`src/rtl/spi_command_decoder_if.sv`:
```
// Byte link from the SPI reader plus the register-file port of the command decoder.
interface spi_command_decoder_if #(
    parameter int ADDR_W = 7
);
    logic [7:0]        byte_in;
    logic              byte_valid;
    logic [7:0]        reply_byte;
    logic [ADDR_W-1:0] reg_addr;
    logic [7:0]        reg_wdata;
    logic              reg_we;
    logic [7:0]        reg_rdata;
    logic              frame_err;

    modport slave (
        input  byte_in, byte_valid, reg_rdata,
        output reply_byte, reg_addr, reg_wdata, reg_we, frame_err
    );

    modport master (
        output byte_in, byte_valid, reg_rdata,
        input  reply_byte, reg_addr, reg_wdata, reg_we, frame_err
    );
endinterface

```
`src/rtl/spi_command_decoder.sv`:
```
// SPI byte-stream register protocol decoder: write strobe 1 cycle after a data byte, read reply 2 cycles after the byte.
// No backpressure: bytes must arrive at least 2 cycles apart; frames end by inactivity timeout.
module spi_command_decoder #(
    parameter int         ADDR_W     = 7,
    parameter int         TIMEOUT    = 1000,
    parameter logic [7:0] IDLE_REPLY = 8'hA5
) (
    input  logic                  clk,
    input  logic                  rst,
    spi_command_decoder_if.slave  bus
);
    localparam int CNT_W = $clog2(TIMEOUT + 1);

    typedef enum logic [1:0] {
        IDLE,
        WRITE_DATA,
        READ_FETCH,
        READ_STREAM
    } state_t;

    state_t           state, state_nxt;
    logic [CNT_W-1:0] idle_cnt;
    logic             got_data;
    logic             timeout;

    // An arriving byte always beats the timeout in the same cycle.
    assign timeout = (state != IDLE) && !bus.byte_valid && (idle_cnt == CNT_W'(TIMEOUT));

    always_ff @(posedge clk or posedge rst) begin
        if (rst) state <= IDLE;
        else     state <= state_nxt;
    end

    always_comb begin
        state_nxt = state;
        case (state)
            IDLE: begin
                if (bus.byte_valid) state_nxt = bus.byte_in[7] ? WRITE_DATA : READ_FETCH;
            end
            WRITE_DATA: begin
                if (timeout) state_nxt = IDLE;
            end
            READ_FETCH: begin
                state_nxt = timeout ? IDLE : READ_STREAM;
            end
            READ_STREAM: begin
                if (bus.byte_valid) state_nxt = READ_FETCH;
                else if (timeout)   state_nxt = IDLE;
            end
            default: state_nxt = IDLE;
        endcase
    end

    always_ff @(posedge clk or posedge rst) begin
        if (rst) begin
            bus.reply_byte <= IDLE_REPLY;
            bus.reg_addr   <= '0;
            bus.reg_wdata  <= '0;
            bus.reg_we     <= 1'b0;
            bus.frame_err  <= 1'b0;
            idle_cnt       <= '0;
            got_data       <= 1'b0;
        end else begin
            bus.reg_we    <= 1'b0;
            bus.frame_err <= 1'b0;

            if (state == IDLE || bus.byte_valid)
                idle_cnt <= '0;
            else if (idle_cnt != CNT_W'(TIMEOUT))
                idle_cnt <= idle_cnt + 1'b1;

            // Burst auto-increment lands the cycle after the strobe.
            if (bus.reg_we)
                bus.reg_addr <= bus.reg_addr + 1'b1;

            case (state)
                IDLE: begin
                    if (bus.byte_valid) begin
                        bus.reg_addr <= bus.byte_in[ADDR_W-1:0];
                        got_data     <= 1'b0;
                    end
                end
                WRITE_DATA: begin
                    if (bus.byte_valid) begin
                        bus.reg_wdata <= bus.byte_in;
                        bus.reg_we    <= 1'b1;
                        got_data      <= 1'b1;
                    end else if (timeout) begin
                        bus.reply_byte <= IDLE_REPLY;
                        bus.frame_err  <= !got_data;
                    end
                end
                READ_FETCH: begin
                    bus.reply_byte <= timeout ? IDLE_REPLY : bus.reg_rdata;
                end
                READ_STREAM: begin
                    if (bus.byte_valid)
                        bus.reg_addr <= bus.reg_addr + 1'b1;
                    else if (timeout)
                        bus.reply_byte <= IDLE_REPLY;
                end
                default: ;
            endcase
        end
    end
endmodule

```
`src/flat_wrapper.sv`:
```
// flat-port wrapper written by rule: the top's interface ports become plain ports
module spi_command_decoder_flat 
#(
    parameter int         ADDR_W     = 7,
    parameter int         TIMEOUT    = 1000,
    parameter logic [7:0] IDLE_REPLY = 8'hA5
)
  (clk, rst, bus_byte_in, bus_byte_valid, bus_reg_rdata, bus_reply_byte, bus_reg_addr, bus_reg_wdata, bus_reg_we, bus_frame_err);
  spi_command_decoder_if #(.ADDR_W(ADDR_W)) bus_i ();
  input  logic clk;
  input  logic rst;
  input wire logic [$bits(bus_i.byte_in)-1:0] bus_byte_in;
  input wire logic [$bits(bus_i.byte_valid)-1:0] bus_byte_valid;
  input wire logic [$bits(bus_i.reg_rdata)-1:0] bus_reg_rdata;
  output wire logic [$bits(bus_i.reply_byte)-1:0] bus_reply_byte;
  output wire logic [$bits(bus_i.reg_addr)-1:0] bus_reg_addr;
  output wire logic [$bits(bus_i.reg_wdata)-1:0] bus_reg_wdata;
  output wire logic [$bits(bus_i.reg_we)-1:0] bus_reg_we;
  output wire logic [$bits(bus_i.frame_err)-1:0] bus_frame_err;
  assign bus_i.byte_in = bus_byte_in;
  assign bus_i.byte_valid = bus_byte_valid;
  assign bus_i.reg_rdata = bus_reg_rdata;
  assign bus_reply_byte = bus_i.reply_byte;
  assign bus_reg_addr = bus_i.reg_addr;
  assign bus_reg_wdata = bus_i.reg_wdata;
  assign bus_reg_we = bus_i.reg_we;
  assign bus_frame_err = bus_i.frame_err;
  spi_command_decoder #(.ADDR_W(ADDR_W), .TIMEOUT(TIMEOUT), .IDLE_REPLY(IDLE_REPLY)) u_core (.clk(clk), .rst(rst), .bus(bus_i));
endmodule
```
`config.mk`:
```
export PLATFORM = sky130hd
export DESIGN_NAME = spi_command_decoder_flat
export DESIGN_NICKNAME = d
export VERILOG_FILES = /design/src/rtl/spi_command_decoder_if.sv /design/src/rtl/spi_command_decoder.sv /design/src/flat_wrapper.sv
export SDC_FILE = /design/constraint.sdc
export NUM_CORES = 1
export LEC_CHECK = 0
export ABC_AREA = 1
export CAP_MARGIN = 20
export CORE_ASPECT_RATIO = 1.1
export CORE_MARGIN = 10
export CORE_UTILIZATION = 45
export DETAILED_ROUTE_END_ITERATION = 8
export PLACE_DENSITY = 0.72
export SLEW_MARGIN = 20
export SYNTH_ARGS = -nofsm -noshare
export SYNTH_HDL_FRONTEND = slang
export SYNTH_SLANG_ARGS = --single-unit
```
`constraint.sdc`:
```
create_clock -name clk -period 1.77 [get_ports clk]
set_input_delay 0.354 -clock clk [delete_from_list [all_inputs] [get_ports clk]]
set_output_delay 0.354 -clock clk [all_outputs]
set_load 0.05 [all_outputs]
```
* Yosys cells after proc, flatten, opt, wreduce, memory -nomap -nowiden
Index checks and enable logic that the tools add are counted.
Operators by class: $add $sub $neg 2, equality and inequality tests 9, multiplexer cells 24, reductions and logical operators 14
Operator list (number):
- $mux W8 | 3
- $mux W7 | 3
- $mux W10 | 2
- $pmux W8 S2 | 1
- $pmux W7 S2 | 1
- $add A10 B1 Y10 const B | 1
- $eq A10 B10 Y1 const B | 1
- $mux W2 | 5
- $ne A10 B10 Y1 const B | 1
- $pmux W2 S4 | 1
- $reduce_bool A2 Y1 | 4
- $add A7 B1 Y7 const B | 1
- $mux W1 | 7
- $ne A2 B2 Y1 const B | 3
- $reduce_and A3 Y1 | 2
- $eq A2 B2 Y1 const B | 2
- $eq A2 B1 Y1 const B | 1
- $logic_and A1 B1 Y1 | 2
- $logic_not A1 Y1 | 2
- $logic_not A2 Y1 | 1
- $ne A2 B1 Y1 const B | 1
- $pmux W1 S2 | 1
- $reduce_and A2 Y1 | 1
- $reduce_or A2 Y1 | 1
- $logic_or A1 B1 Y1 | 1
Word-level totals: register bits after elaboration 38, bits of input ports 19, output and inout port bits 25, logic and storage cells 57

* Depth between registers and ports, before layout
Gate-level depths: netlist of the first run.
depth after elaboration 6, gate-level depth with buffers 10, depth with buffers taken out 10

* Worst setup path after synthesis of the first run
OpenSTA, ideal clock, no wires.
path type register -> register, start point register u_core.bus.reg_addr[0], end point register u_core.bus.reg_addr[6], library setup time 0.113 ns, arrival time 1.589 ns, data required time 1.657 ns, path slack 0.068 ns, cell stages (with the launch flop) 11, buffers on the path 0, period minus slack after synthesis 1.702 ns, cell sequence dfrtp_1 -> ha_1 -> nand3_2 -> nor2_2 -> nand2_1 -> nand2_1 -> nand3_1 -> nand2_1 -> nand2_1 -> nand2_1 -> inv_1
On the way: longest elaborated chain between the ends 4, elaborated cells between the ends (all ways) 5, classes of those cells add/sub (1); mux (4)
RTL lines:
- start, declared | line spi_command_decoder_if.sv:16 | output reply_byte, reg_addr, reg_wdata, reg_we, frame_err
- start signal, assigned | line spi_command_decoder.sv:74 | bus.reg_addr <= bus.reg_addr + 1'b1;
- start signal, assigned | line spi_command_decoder.sv:79 | bus.reg_addr <= bus.byte_in[ADDR_W-1:0];
- start signal, assigned | line spi_command_decoder.sv:98 | bus.reg_addr <= bus.reg_addr + 1'b1;
- $add A7 B1 Y7 (*) | line spi_command_decoder.sv:74, spi_command_decoder.sv:98
- $mux W7 | line spi_command_decoder.sv:73 | if (bus.reg_we)
- $mux W7 (on tied branches) | line spi_command_decoder.sv:97, spi_command_decoder.sv:78
- $pmux W7 S2 (*) | line spi_command_decoder.sv:76 | case (state)
Mark *: on every way between the ends. The rest lies on a longest branch, timed or not. A chain may end at the register's enable or synchronous reset.

* Worst setup path in the final report of the first run
start point register u_core.state[0], end point register u_core.bus.reg_addr[4]
On the way: longest elaborated chain between the ends 2, elaborated cells between the ends (all ways) 3, classes of those cells eq/ne (1); mux (1); reduce/logical (1)
RTL lines:
- start, declared | line spi_command_decoder.sv:21 | state_t state, state_nxt;
- start signal, assigned | line spi_command_decoder.sv:31 | else state <= state_nxt;
- $eq A2 B2 Y1 / $logic_not A2 Y1 (equally long branches) | line spi_command_decoder.sv:76
- $pmux W7 S2 (*) | line spi_command_decoder.sv:76
Marked as above.

==> impl_metrics.env, run 1 <==
export IMPL_grt_pass1_vias=1918
export IMPL_synthAdderAreaFrac=0.04137
export IMPL_rsz0062_at_grt="no"
export IMPL_crit_fanout=8
export IMPL_grt_max_degree=39
export IMPL_ir_worst_vdd_uv=782.7
export IMPL_power_frac_comb=0.338
export IMPL_start_util=0.4615
export IMPL_r2r_slack_ps=200
export IMPL_worstPathArrival_ps=1780
export IMPL_cts_made_buffers=5
export IMPL_drtIter0Drc=89
export IMPL_cts_repair_resize_count=0
export IMPL_clk_latency_ps=290
export IMPL_synth_top_family_by_area="simple AND/OR/NAND/NOR gates"
export IMPL_relSlewSlack=0.7332
export IMPL_startpoint="u_core.state[0]"
export IMPL_synth_seq_area_share=0.4515
export IMPL_cts_tree="built"
export IMPL_track_usage=0.1335
export IMPL_die_h_um=91.94
export IMPL_hold_path_class="input port to async pin"
export IMPL_p_leak_nw=1.396
export IMPL_setup_viol=0
export IMPL_path_class="flop to flop"
export IMPL_synthSimpleGateAreaFrac=0.2872
export IMPL_switching_share=0.3832
export IMPL_seqPwrFrac=0.415
export IMPL_max_freq_mhz=638.0
export IMPL_syn_area_mm2=0.002117
export IMPL_outcome="complete, no violations"
export IMPL_grt_overflow_total=0
export IMPL_drtPass1Iterations=4
export IMPL_antenna_found_initial=0
export IMPL_tightestPinTransition_ps=400.2
export IMPL_ys_seq_elements=38
export IMPL_cp_required_ps=1980
export IMPL_r2r_cells=7
export IMPL_portBuffers=43
export IMPL_synth_top_cell_area_share=0.4019
export IMPL_yosysMostFrequentCell="nand2_1"
export IMPL_synth_commonest_cells="84 x nand2_1, 34 x dfrtp_1, 33 x inv_1"
export IMPL_async_reset_ff_frac=1.000
export IMPL_cts_root_buf="clkbuf_8"
export IMPL_period_share=0.8856
export IMPL_synth_xor_area_frac=0.02482
export IMPL_internal_power_mw=1.600
export IMPL_synth_compound_area_share=0.1034
export IMPL_seqCellArea_um2=955.9
export IMPL_dp_slack_ps=139.4
export IMPL_slew_viol_final=0
export IMPL_syn_nets=291
export IMPL_finalHoldViolCount=0
export IMPL_synthFlopType="dfrtp_1"
export IMPL_htree_levels=2
export IMPL_multi_input_area_um2=967.2
export IMPL_switching_power_mw=0.9941
export IMPL_critPathLaunchType="flop"
export IMPL_final_antenna_net_count=0
export IMPL_drc=0
export IMPL_synth_area_leader_cell="dfrtp_1"
export IMPL_hold_buffers=0
export IMPL_dieWidth_um=85.40
export IMPL_maxCapViolCount=0
export IMPL_placedCellCount=367
export IMPL_vias_per_cell=4.981
export IMPL_p_per_area_mw_per_mm2=942.1
export IMPL_synth_edf_count=0
export IMPL_num_io_pins=44
export IMPL_post_cts_setup_buffers=0
export IMPL_ys_warn_count=0
export IMPL_fin_cells=375
export IMPL_die_area_mm2=0.007851
export IMPL_dp_hpwl_mm=3.787
export IMPL_grt_pass1_wl_mm=8.811
export IMPL_rr_startpoint="u_core.state[0]"
export IMPL_cp_end_kind="flop"
export IMPL_routed_wl_mm=5.039
export IMPL_synth_mux_area_frac=0
export IMPL_fill_cells=415
export IMPL_core_mm2=0.004587
export IMPL_wl_per_cell_um=13.44
export IMPL_syn_area_per_cell_um2=7.989
export IMPL_final_nets=344
export IMPL_synth_cell_type_count=35
export IMPL_endpoint="u_core.bus.reg_addr[4]"
export IMPL_diodes=0
export IMPL_pwr_share_clk=0.246
export IMPL_drive_above_1_share=0.2038
export IMPL_row_count=26
export IMPL_setup_slack_ps=202.6
export IMPL_period_minus_slack_ps=1567
export IMPL_vias=1868
export IMPL_ctsLongestPathBuffers=2
export IMPL_skew_ps=4.262
export IMPL_place_gp_congestion=0.8984
export IMPL_clk_pin_slew_ps=80
export IMPL_synthCells=265
export IMPL_worstReg2RegEnd="u_core.bus.reg_addr[4]"
export IMPL_area_delta_synth_final_pct=30.08
export IMPL_synth_area_leaders="dfrtp_1 40%, nand2_1 15%, inv_1 5.9%"
export IMPL_clock_sinks=38
export IMPL_setup_tns_ps=0
placed cells by master, fill, tap and decap left out, types with 7 or more instances in the layout:
master and n:
nand2_1 84, dfrtp_1 34, inv_1 33, buf_4 26, nand3_1 19, clkdlybuf4s50_1 18, a21oi_1 15, nor2_1 13
o21ai_0 13, ha_1 7, buf_12 7
logic make-up (layout without fill, tap and decap cells):
logic type,count (synthesis),after routing
xor gates and xnor gates,6,6
and+or+nand+nor,131,131
adders and majority gates,7,7
DFF,38,38
buffers and inverters,45,99
AOI/OAI and AO/OA,38,38
layout make-up:
type / instances / area share
clock buffer: 6 / 0.02999
clock inverter: 2 / 0.004543
inverter: 40 / 0.05452
multi-input combinational: 182 / 0.3512
sequential: 38 / 0.3471
tap: 56 / 0.02544
timing repair buffer: 51 / 0.1872
through the flow:
step                utilization  instance area [um2]  total power [mW]  hold slack, ps
floorplan                     -                 2117             1.639           413.6
global placement         0.5797                 2659             1.975           431.9
detailed placement       0.5797                 2659             1.981           434.6
CTS                      0.6004                 2754             2.624           420.8
global route             0.6004                 2754             2.720           442.6
finish                   0.6004                 2754             2.594           412.8
critical path: stages (launching register included):
cell	delay, ps
dfrtp_1	430
inv_1	110
ha_1	180
buf_4	150
inv_1	100
o21ai_2	260
a21oi_1	100
a2bb2oi_1	150
state kept, by name, indices dropped and copies added (netlist names):
name                   flops
u_core.bus.reg_we          1
u_core.bus.reg_addr        7
u_core.bus.reg_wdata       8
u_core.idle_cnt           10
u_core.bus.frame_err       1
u_core.state               2
u_core.bus.reply_byte      8
u_core.got_data            1
how the worst min path moves through the flow:
stage,endpoint,startpoint,slack [ps],depth (start not counted)
floorplan,u_core.bus.frame_err,u_core.got_data,410,1
global placement,u_core.bus.frame_err,u_core.got_data,430,1
detailed placement,u_core.bus.frame_err,u_core.got_data,430,1
CTS,u_core.idle_cnt[0],rst,420,3
global route,u_core.bus.frame_err,u_core.got_data,440,1
finish,u_core.idle_cnt[5],rst,410,3
power by group through the flow:
stage | Clock [mW] | Sequential, mW | Combinational (mW)
after CTS | 0.654 | 1.08 | 0.891
after floorplan | 0 | 1.36 | 0.277
after global placement | 0 | 1.09 | 0.883
after detailed placement | 0 | 1.09 | 0.887
after global routing | 0.683 | 1.09 | 0.943
final | 0.639 | 1.08 | 0.878
layer usage:
| metal | part of all wire | vias up | GRT usage |
|---|---|---|---|
| met5 | 0 | - | 0 |
| met1 | 0.43 | 867 | 0.1514 |
| li1 | - | 947 | - |
| met4 | 0.018 | 0 | 0.05632 |
| met2 | 0.50 | 45 | 0.2250 |
| met3 | 0.056 | 9 | 0.04159 |
Note: power is estimated with default switching activity, not from simulation.
==> inputs of run 2 (changes only) <==
--- a/config.mk
+++ b/config.mk
@@ -11,7 +11,7 @@
 export CORE_MARGIN = 10
 export CORE_UTILIZATION = 45
 export DETAILED_ROUTE_END_ITERATION = 8
-export PLACE_DENSITY = 0.72
+export PLACE_DENSITY = 0.83
 export SLEW_MARGIN = 20
 export SYNTH_ARGS = -nofsm -noshare
 export SYNTH_HDL_FRONTEND = slang
==> impl_metrics.env, run 2 (synthesis results as in run 1) <==
export IMPL_design_area_mm2=0.002734
export IMPL_track_usage=0.1293
export IMPL_diodes=0
export IMPL_dp_slack_ps=43.29
export IMPL_start_util=0.4615
export IMPL_fin_util=0.5960
export IMPL_maxCapViolCount=0
export IMPL_post_cts_setup_buffers=0
export IMPL_r2r_cells=9
export IMPL_vias=1851
export IMPL_max_freq_mhz=640.6
export IMPL_portBuffers=43
export IMPL_top_usage_layer="met2"
export IMPL_largest_reg_flops=10
export IMPL_slew_viol_final=0
export IMPL_hold_buffers=0
export IMPL_worstPathArrival_ps=1750
export IMPL_rsz0062_at_grt="no"
export IMPL_hold_worst_slack_ps=414.9
export IMPL_finalHoldViolCount=0
export IMPL_setup_viol=0
export IMPL_setup_tns_ps=0
export IMPL_grt_pass1_vias=2016
export IMPL_drtIter0Drc=91
export IMPL_rr_startpoint="u_core.state[1]"
export IMPL_p_leak_nw=1.388
export IMPL_row_count=26
export IMPL_skew_ps=7.645
export IMPL_critPathLaunchType="flop"
export IMPL_period_minus_slack_ps=1561
export IMPL_die_area_mm2=0.007851
export IMPL_drtPass1Iterations=4
export IMPL_crit_fanout=10
export IMPL_place_gp_congestion=0.8925
export IMPL_placed_cell_area_mm2=0.002651
export IMPL_cts_made_buffers=5
export IMPL_placedCellCount=366
export IMPL_cts_tree="built"
export IMPL_cts_root_buf="clkbuf_8"
export IMPL_area_delta_synth_final_pct=29.14
export IMPL_htree_levels=2
export IMPL_final_antenna_net_count=0
export IMPL_outcome="complete, no violations"
export IMPL_path_class="flop to flop"
export IMPL_grt_met3_usage=0.04248
export IMPL_r2r_slack_ps=210
export IMPL_p_per_area_mw_per_mm2=918.0
export IMPL_fin_cells=374
export IMPL_period_share=0.8819
export IMPL_grt_max_degree=39
export IMPL_met2_usage=0.2388
export IMPL_routed_wl_mm=4.892
export IMPL_total_power_mw=2.510
export IMPL_use_met1=0.1345
export IMPL_antenna_found_initial=0
export IMPL_cp_required_ps=1960
export IMPL_hold_path_class="input port to async pin"
export IMPL_cp_end_kind="flop"
export IMPL_setup_slack_ps=209.0
export IMPL_clk_pin_slew_ps=70
export IMPL_die_h_um=91.94
export IMPL_layout_commonest_cell="nand2_1"
export IMPL_num_io_pins=44
export IMPL_relSlewSlack=0.7248
export IMPL_tightestPinTransition_ps=412.9
export IMPL_grt_overflow_total=0
export IMPL_grt_pass1_wl_mm=8.618
export IMPL_ctsLongestPathBuffers=2
export IMPL_wl_per_cell_um=13.08
export IMPL_drc=0
export IMPL_clock_sinks=38
export IMPL_core_mm2=0.004587
export IMPL_vias_per_cell=4.949
export IMPL_cts_repair_resize_count=0
export IMPL_final_nets=343
export IMPL_regMostFlops="u_core.idle_cnt"
export IMPL_ir_worst_vdd_uv=720.4
export IMPL_final_cell_mix="84 x nand2_1, 34 x dfrtp_1, 33 x inv_1"
export IMPL_clk_latency_ps=290
export IMPL_dp_hpwl_mm=3.804
export IMPL_worstReg2RegEnd="u_core.bus.reply_byte[6]"
export IMPL_dieWidth_um=85.40
export IMPL_drive_above_1_share=0.1981
export IMPL_reg_largest_list="u_core.idle_cnt (10), u_core.bus.reg_wdata (8), u_core.bus.reply_byte (8)"
-- run 2: cell types whose count changed in the layout (fill, tap and decap cells not counted), sizes merged --
cell      change
buf           -1
clkinv        +1
clkinvlp      -1
-- run 2: worst max-delay path: stages, from the launching register on --
cell and delay [ps]:
dfrtp_1 430, inv_1 90, ha_1 230, buf_4 200, nor2_8 180, inv_2 100
nand2_1 70, nand2_1 50, nand2_1 60, inv_1 40
-- run 2: final cells by class --
type / count / area [um2]
multi-input cells: 182 / 967.2
well taps: 56 / 70.07
clock buffers: 6 / 72.57
repair buffers: 50 / 508.0
clock inverters: 2 / 10.01
inverters: 40 / 150.1
fillers: 411 / 1853
flip-flops and latches: 38 / 955.9
-- run 2: report_power, final --
part	switching (mW)	internal, mW
combinational	0.528	0.316
clock	0.300	0.273
sequential	0.135	0.958
total	0.963	1.55
-- run 2: how the worst max path moves through the flow --
| stage | to | depth (start not counted) | slack [ps] | start |
|---|---|---|---|---|
| floorplan | u_core.bus.reg_addr[6] | 10 | 70 | u_core.bus.reg_addr[0] |
| global placement | u_core.bus.reg_addr[5] | 7 | 80 | bus_byte_valid |
| detailed placement | u_core.bus.reg_addr[0] | 5 | 40 | bus_byte_valid |
| CTS | u_core.bus.reply_byte[6] | 9 | 190 | u_core.state[0] |
| global route | u_core.bus.reply_byte[3] | 9 | 70 | u_core.state[1] |
| finish | u_core.bus.reply_byte[6] | 9 | 210 | u_core.state[1] |
-- run 2: metal layers --
metal,wire length (um),part of all wire,vias up
met5,0,0,-
met4,44,0.0090,0
met3,284,0.058,4
met2,2536,0.52,45
met1,2027,0.41,861
li1,-,-,941
==> inputs of run 3 (changes only) <==
--- a/config.mk
+++ b/config.mk
@@ -10,7 +10,9 @@
 export CORE_ASPECT_RATIO = 1.1
 export CORE_MARGIN = 10
 export CORE_UTILIZATION = 45
+export CTS_CLUSTER_DIAMETER = 120
 export DETAILED_ROUTE_END_ITERATION = 8
+export HOLD_SLACK_MARGIN = 0.1
 export PLACE_DENSITY = 0.83
 export SLEW_MARGIN = 20
 export SYNTH_ARGS = -nofsm -noshare
==> results of run 3 <==
Same layout as run 2: the final DEF is identical, and so are final timing and power.
==> RTL edit 1 (settings of run 3) <==
Reset style: synchronous (`rst`), changed in 2 clocked blocks.
--- a/src/rtl/spi_command_decoder.sv
+++ b/src/rtl/spi_command_decoder.sv
@@ -26,7 +26,7 @@
     // An arriving byte always beats the timeout in the same cycle.
     assign timeout = (state != IDLE) && !bus.byte_valid && (idle_cnt == CNT_W'(TIMEOUT));
 
-    always_ff @(posedge clk or posedge rst) begin
+    always_ff @(posedge clk) begin
         if (rst) state <= IDLE;
         else     state <= state_nxt;
     end
@@ -51,7 +51,7 @@
         endcase
     end
 
-    always_ff @(posedge clk or posedge rst) begin
+    always_ff @(posedge clk) begin
         if (rst) begin
             bus.reply_byte <= IDLE_REPLY;
             bus.reg_addr   <= '0;
Behaviour: differs if rst is asserted again (counterexample within 4 cycles, from zero or initial values and one cycle with rst high); with rst held inactive, the same outputs for 10 cycles.
==> RTL edit 1 against run 3 <==
Final area decreased by 6.8%; worst setup slack worse by 0.029 ns; wire length shrank 1.3%; via count up 2.4%; sequential cell count unchanged; area after synthesis is 8.1% lower; count of clock-buffer cells in the layout unchanged; die area shrank 6.3%; synthesized cell count increased by 0.75%; maximum frequency is 1.9% lower; power fell by 1.4%; clock skew shrank 0.0012 ns.
==> RTL edit 1: results (changes against run 3) <==
worst_setup_path:
  worst-path-max-fanout: 5  # -5
  max_stage_delay_ns: 0.57  # +0.14 ns
  r2r-start: "u_core.state[0]"
  reg2reg_depth: 6  # -3
  cp_top_family: "buffers and inverters"
  crit_slowest_cell: "clkdlybuf4s50_1"
  rr_endpoint: "u_core.bus.reg_addr[2]"
  crit_arrival_ns: 1.77  # +0.02 ns
  r2r_slack_ns: 0.21
power:
  leakage_nw: 1.106  # -20%
  ir_drop_uv: 645.6  # -10%
yosys:
  syn_area_per_cell_um2: 7.287  # -8.8%
  syn_nets: 293  # +0.69%
  seq_area_frac_synth: 0.3910  # -0.06054
  synth_cell_type_count: 34  # -2.9%
  yosys-top-cells-area: "dfxtp_1, nand2_1, nor2_1"
  async_flop_share: 0  # -1.000
  synth_ff_type: "dfxtp_1"
  ys_top_cells_by_count: "nand2_1, dfxtp_1, nor2_1"
  synth_edf_count: 0  # unchanged
  yosysWarnings: 0  # unchanged
final_layout:
  top_regs: "u_core.idle_cnt: 10 flops, u_core.bus.reg_wdata: 8 flops, u_core.bus.reply_byte: 8 flops"
  layout-drive-gt1-share: 0.1855  # -0.01258
  final-instance-count-excl-fill: 372  # -0.53%
  nets: 343  # unchanged
cts:
  cts_buffers: 5  # unchanged
  h-tree-depth: 2  # unchanged
  post_cts_buffers: 0  # unchanged
  cts_buffer_depth: 2  # unchanged
  post_cts_resized: 0  # unchanged
  root_buffer: "clkbuf_8"
  cts.clk_slew.worst_paths_ns: 0.08
status:
  status: "completed"
grt:
  antenna_found_initial: 0  # unchanged
  grt_max_degree: 18  # -54%
  met1_usage: 0.1610  # +0.02644
  grtUsageMet3: 0.02918  # -0.01330
  met2_usage: 0.2275  # -0.01122
  grt.total_usage: 0.1353  # +0.005967
  grt_pass1_vias: 1765  # -12%
  grt_first_pass_wirelength_um: 7941  # -7.9%
sta:
  finClkSkew_ns: 0.006424  # -0.001220 ns
  slew-limit-headroom: 0.7018  # -0.02297
detailed_routing:
  routed.top_layer: "met4"
  drt_iter0_markers: 107  # +18%
  wl_per_cell_um: 12.98  # -0.80%
  dr.pass1.iters: 4  # unchanged
  wl_met2_um: 2437  # -3.9%
  met3WireLength_um: 223  # -21%
  drt-met1-wl_um: 2071  # +2.2%
  routed_via_density: 5.094  # +2.9%
placed_design:
  placed_cells: 364  # -0.55%
  place_ws_ns: -0.04937  # -0.09266 ns
  place.gp.congestion: 0.8629  # -3.3%
  io_buffer_count: 43  # unchanged
  hpwlAfterDp_um: 3589  # -5.7%
  dpl-instance-area_mm2: 0.002404  # -9.3%
min_path:
  worst_hold_path_type: "reg -> reg"
  min_path_cells: 1
==> RTL edit 1: where the power goes <==
part	switching (W)	internal, W
registers	0.0000508	0.000910
clock network	0.000318	0.000601
logic	0.000387	0.000209
total	0.000755	0.00172
==> RTL edit 1: cells by family after synthesis <==
logic type | Yosys count | share of synthesized area
flops | 38 | 0.3910
compound gates | 51 | 0.1524
simple gates | 126 | 0.3061
buf+inv | 41 | 0.08746
fa+ha+maj | 7 | 0.04501
xor+xnor | 4 | 0.01800
==> RTL edit 1: stage by stage <==
stage	power (W)	hold WS, ns
final	0.002475	0.4320
after global routing	0.002576	0.4548
after CTS	0.002481	0.4322
after detailed placement	0.001567	0.4130
after global placement	0.001560	0.4110
after floorplan	0.001380	0.3978
==> RTL edit 1: how the worst max path moves through the flow <==
| stage | cells after the start | end | slack [ns] | start |
|---|---|---|---|---|
| 2_1_floorplan | 7 | u_core.bus.reg_addr[6] | 0.08 | u_core.bus.reg_addr[0] |
| 3_3_place_gp | 8 | u_core.bus.reg_addr[4] | 0.03 | bus_byte_valid |
| 3_5_place_dp | 8 | u_core.bus.reg_addr[3] | -0.05 | bus_byte_valid |
| 4_1_cts | 8 | u_core.bus.reg_addr[3] | 0.14 | u_core.state[0] |
| 5_1_grt | 7 | u_core.bus.reply_byte[6] | 0.04 | u_core.state[1] |
| 6_report | 6 | u_core.bus.reg_addr[2] | 0.18 | bus_byte_valid |
==> RTL edit 1: area by class of cell <==
class / instances / area (µm²)
Clock inverter: 2 / 60.06
Clock buffer: 6 / 82.58
Fill cell: 392 / 1705
Tap cell: 54 / 67.56
Inverter: 34 / 127.6
Timing Repair Buffer: 50 / 432.9
Multi-Input combinational cell: 188 / 1017
Sequential cell: 38 / 760.7
==> RTL edit 2 (settings of run 3) <==
Made on the original files. `ADDR_W` is set to 7 in 3 places; all go to 8.
--- a/src/rtl/spi_command_decoder_if.sv
+++ b/src/rtl/spi_command_decoder_if.sv
@@ -1,6 +1,6 @@
 // Byte link from the SPI reader plus the register-file port of the command decoder.
 interface spi_command_decoder_if #(
-    parameter int ADDR_W = 7
+    parameter int ADDR_W = 8
 );
     logic [7:0]        byte_in;
     logic              byte_valid;
--- a/src/rtl/spi_command_decoder.sv
+++ b/src/rtl/spi_command_decoder.sv
@@ -1,7 +1,7 @@
 // SPI byte-stream register protocol decoder: write strobe 1 cycle after a data byte, read reply 2 cycles after the byte.
 // No backpressure: bytes must arrive at least 2 cycles apart; frames end by inactivity timeout.
 module spi_command_decoder #(
-    parameter int         ADDR_W     = 7,
+    parameter int         ADDR_W     = 8,
     parameter int         TIMEOUT    = 1000,
     parameter logic [7:0] IDLE_REPLY = 8'hA5
 ) (
--- a/src/flat_wrapper.sv
+++ b/src/flat_wrapper.sv
@@ -1,7 +1,7 @@
 // flat-port wrapper written by rule: the top's interface ports become plain ports
 module spi_command_decoder_flat 
 #(
-    parameter int         ADDR_W     = 7,
+    parameter int         ADDR_W     = 8,
     parameter int         TIMEOUT    = 1000,
     parameter logic [7:0] IDLE_REPLY = 8'hA5
 )
Interface: changed (resized bus_reg_addr); port bits go from 44 to 45. The function was not compared with the original's and may differ.
==> RTL edit 2 against run 3 <==
Wire length rose by 11%; synthesized cell count rose by 5.3%; worst setup slack got worse by 0.082 ns; sequential cell count rose by 1; final area rose by 4.5%; clock skew barely moved; area after synthesis rose by 1.5%; largest cell class is now flip-flops and latches.
Power is not compared: it rests on default switching activity, and its combinational part moved more than twofold at a synthesized area within 25%.
==> RTL edit 2: results (changes against run 3) <==
final_layout:
  nets: 363  # +5.8%
  layout-drive-gt1-share: 0.1775  # -0.02060
  fillers: 404  # -1.7%
detailed_routing:
  drt_iter0_markers: 180  # +98%
  drt-total-wl_um: 5407  # +11%
  routed_via_density: 5.036  # +1.7%
  wl_per_cell_um: 13.72  # +4.9%
grt:
  grt_max_degree: 40  # +2.6%
  grt_pass1_vias: 1935  # -4.0%
  grt.total_usage: 0.1372  # +0.007950
  grt_first_pass_wirelength_um: 9052  # +5.0%
placed_design:
  placed_cells: 383  # +4.6%
  place_ws_ns: -0.03461  # -0.07791 ns
  io_buffer_count: 44  # +2.3%
  place.gp.congestion: 0.8644  # -3.1%
  hpwlAfterDp_um: 3976  # +4.5%
worst_setup_path:
  crit_arrival_ns: 1.86  # +0.11 ns
  cp_top_family: "simple AND/OR/NAND/NOR gates"
  max_stage_delay_ns: 0.40  # -0.03 ns
  worst-path-max-fanout: 8  # -2
sta:
  setup_slack_ns: 0.1271  # -0.08183 ns
  finClkSkew_ns: 0.007377  # -0.0002674 ns
  slew-limit-headroom: 0.7039  # -0.02085
  hold_ws_ns: 0.4040  # -0.01091 ns
yosys:
  seq_area_frac_synth: 0.4563  # +0.004808
  yosys-top-cells-area: "dfrtp_1, nand2_1, inv_1"
  yosysWarnings: 0  # unchanged
  postSynthCellCount: 279  # +5.3%
  syn_nets: 305  # +4.8%
  ys_top_cells_by_count: "nand2_1, dfrtp_1, inv_1"
  synth_cell_type_count: 30  # -14%
status:
  status: "completed"
[RTL edit 2: cell count changes after synthesis, moves of 4 or more]
| cell | change |
|---|---|
| nand3_1 | -4 |
| nor2_1 | +5 |
| o21ai_1 | +4 |
| inv_2 | -5 |
| nor3b_1 | +5 |
| o21ai_0 | +6 |
[RTL edit 2: layout make-up]
cell class / instances / area share
clock buffer: 6 / 0.02541
clock inverter: 2 / 0.02102
inverter: 38 / 0.05256
multi-input combinational: 195 / 0.3386
sequential: 39 / 0.3434
tap: 56 / 0.02453
timing repair buffer: 58 / 0.1945
[RTL edit 2: logic make-up after synthesis]
kind of cell	Yosys count	synth area share
compound gates	49	0.1257
flops	39	0.4563
fa+ha+maj	7	0.04074
simple gates	137	0.2753
buf+inv	45	0.09371
xor+xnor	2	0.008150
[RTL edit 2: through the flow]
stage,area (µm²),util,TNS [ns]
floorplan,2150,-,0
global placement,2701,0.5807,0
detailed placement,2701,0.5807,-0.09243
CTS,2834,0.6092,0
global route,2856,0.6140,-0.01936
finish,2856,0.6140,0
[RTL edit 2: layer usage]
layer | vias up | track usage | wire length [µm]
met5 | - | 0 | 0
met1 | 908 | 0.1655 | 2455
met4 | 0 | 0.04945 | 87
met2 | 59 | 0.2295 | 2618
li1 | 1008 | - | -
met3 | 9 | 0.03418 | 244
[RTL edit 2: worst min-delay path, delay by kind of cell]
family,cells,cell delay [ns]
buffers and inverters,3,0.71
[RTL edit 2: worst paths after layout]
kind / startpoint / to / cells past startpoint
min in group clk: u_core.got_data / u_core.bus.frame_err / 1
hold reg to reg: u_core.got_data / u_core.bus.frame_err / 1
max in group asynchronous: rst / u_core.bus.reply_byte[7] / 3
setup / recovery: u_core.state[1] / u_core.bus.reply_byte[5] / 10
hold / removal: rst / u_core.bus.reg_wdata[0] / 3
setup reg to reg: u_core.state[1] / u_core.bus.reply_byte[5] / 10
[RTL edit 2: repair_timing]
item / CTS / global route
setup endpoints to repair: 0 / 9
hold buffers: 0 / 0
buffers inserted: 0 / 3
[RTL edit 2: power by group through the flow]
stage	clock network [W]	registers (W)	logic (W)
global placement	0	0.00157	0.00324
finish	0.000886	0.00156	0.00339
global route	0.000936	0.00160	0.00371
detailed placement	0	0.00158	0.00332
CTS	0.000906	0.00156	0.00335
floorplan	0	0.00244	0.00138
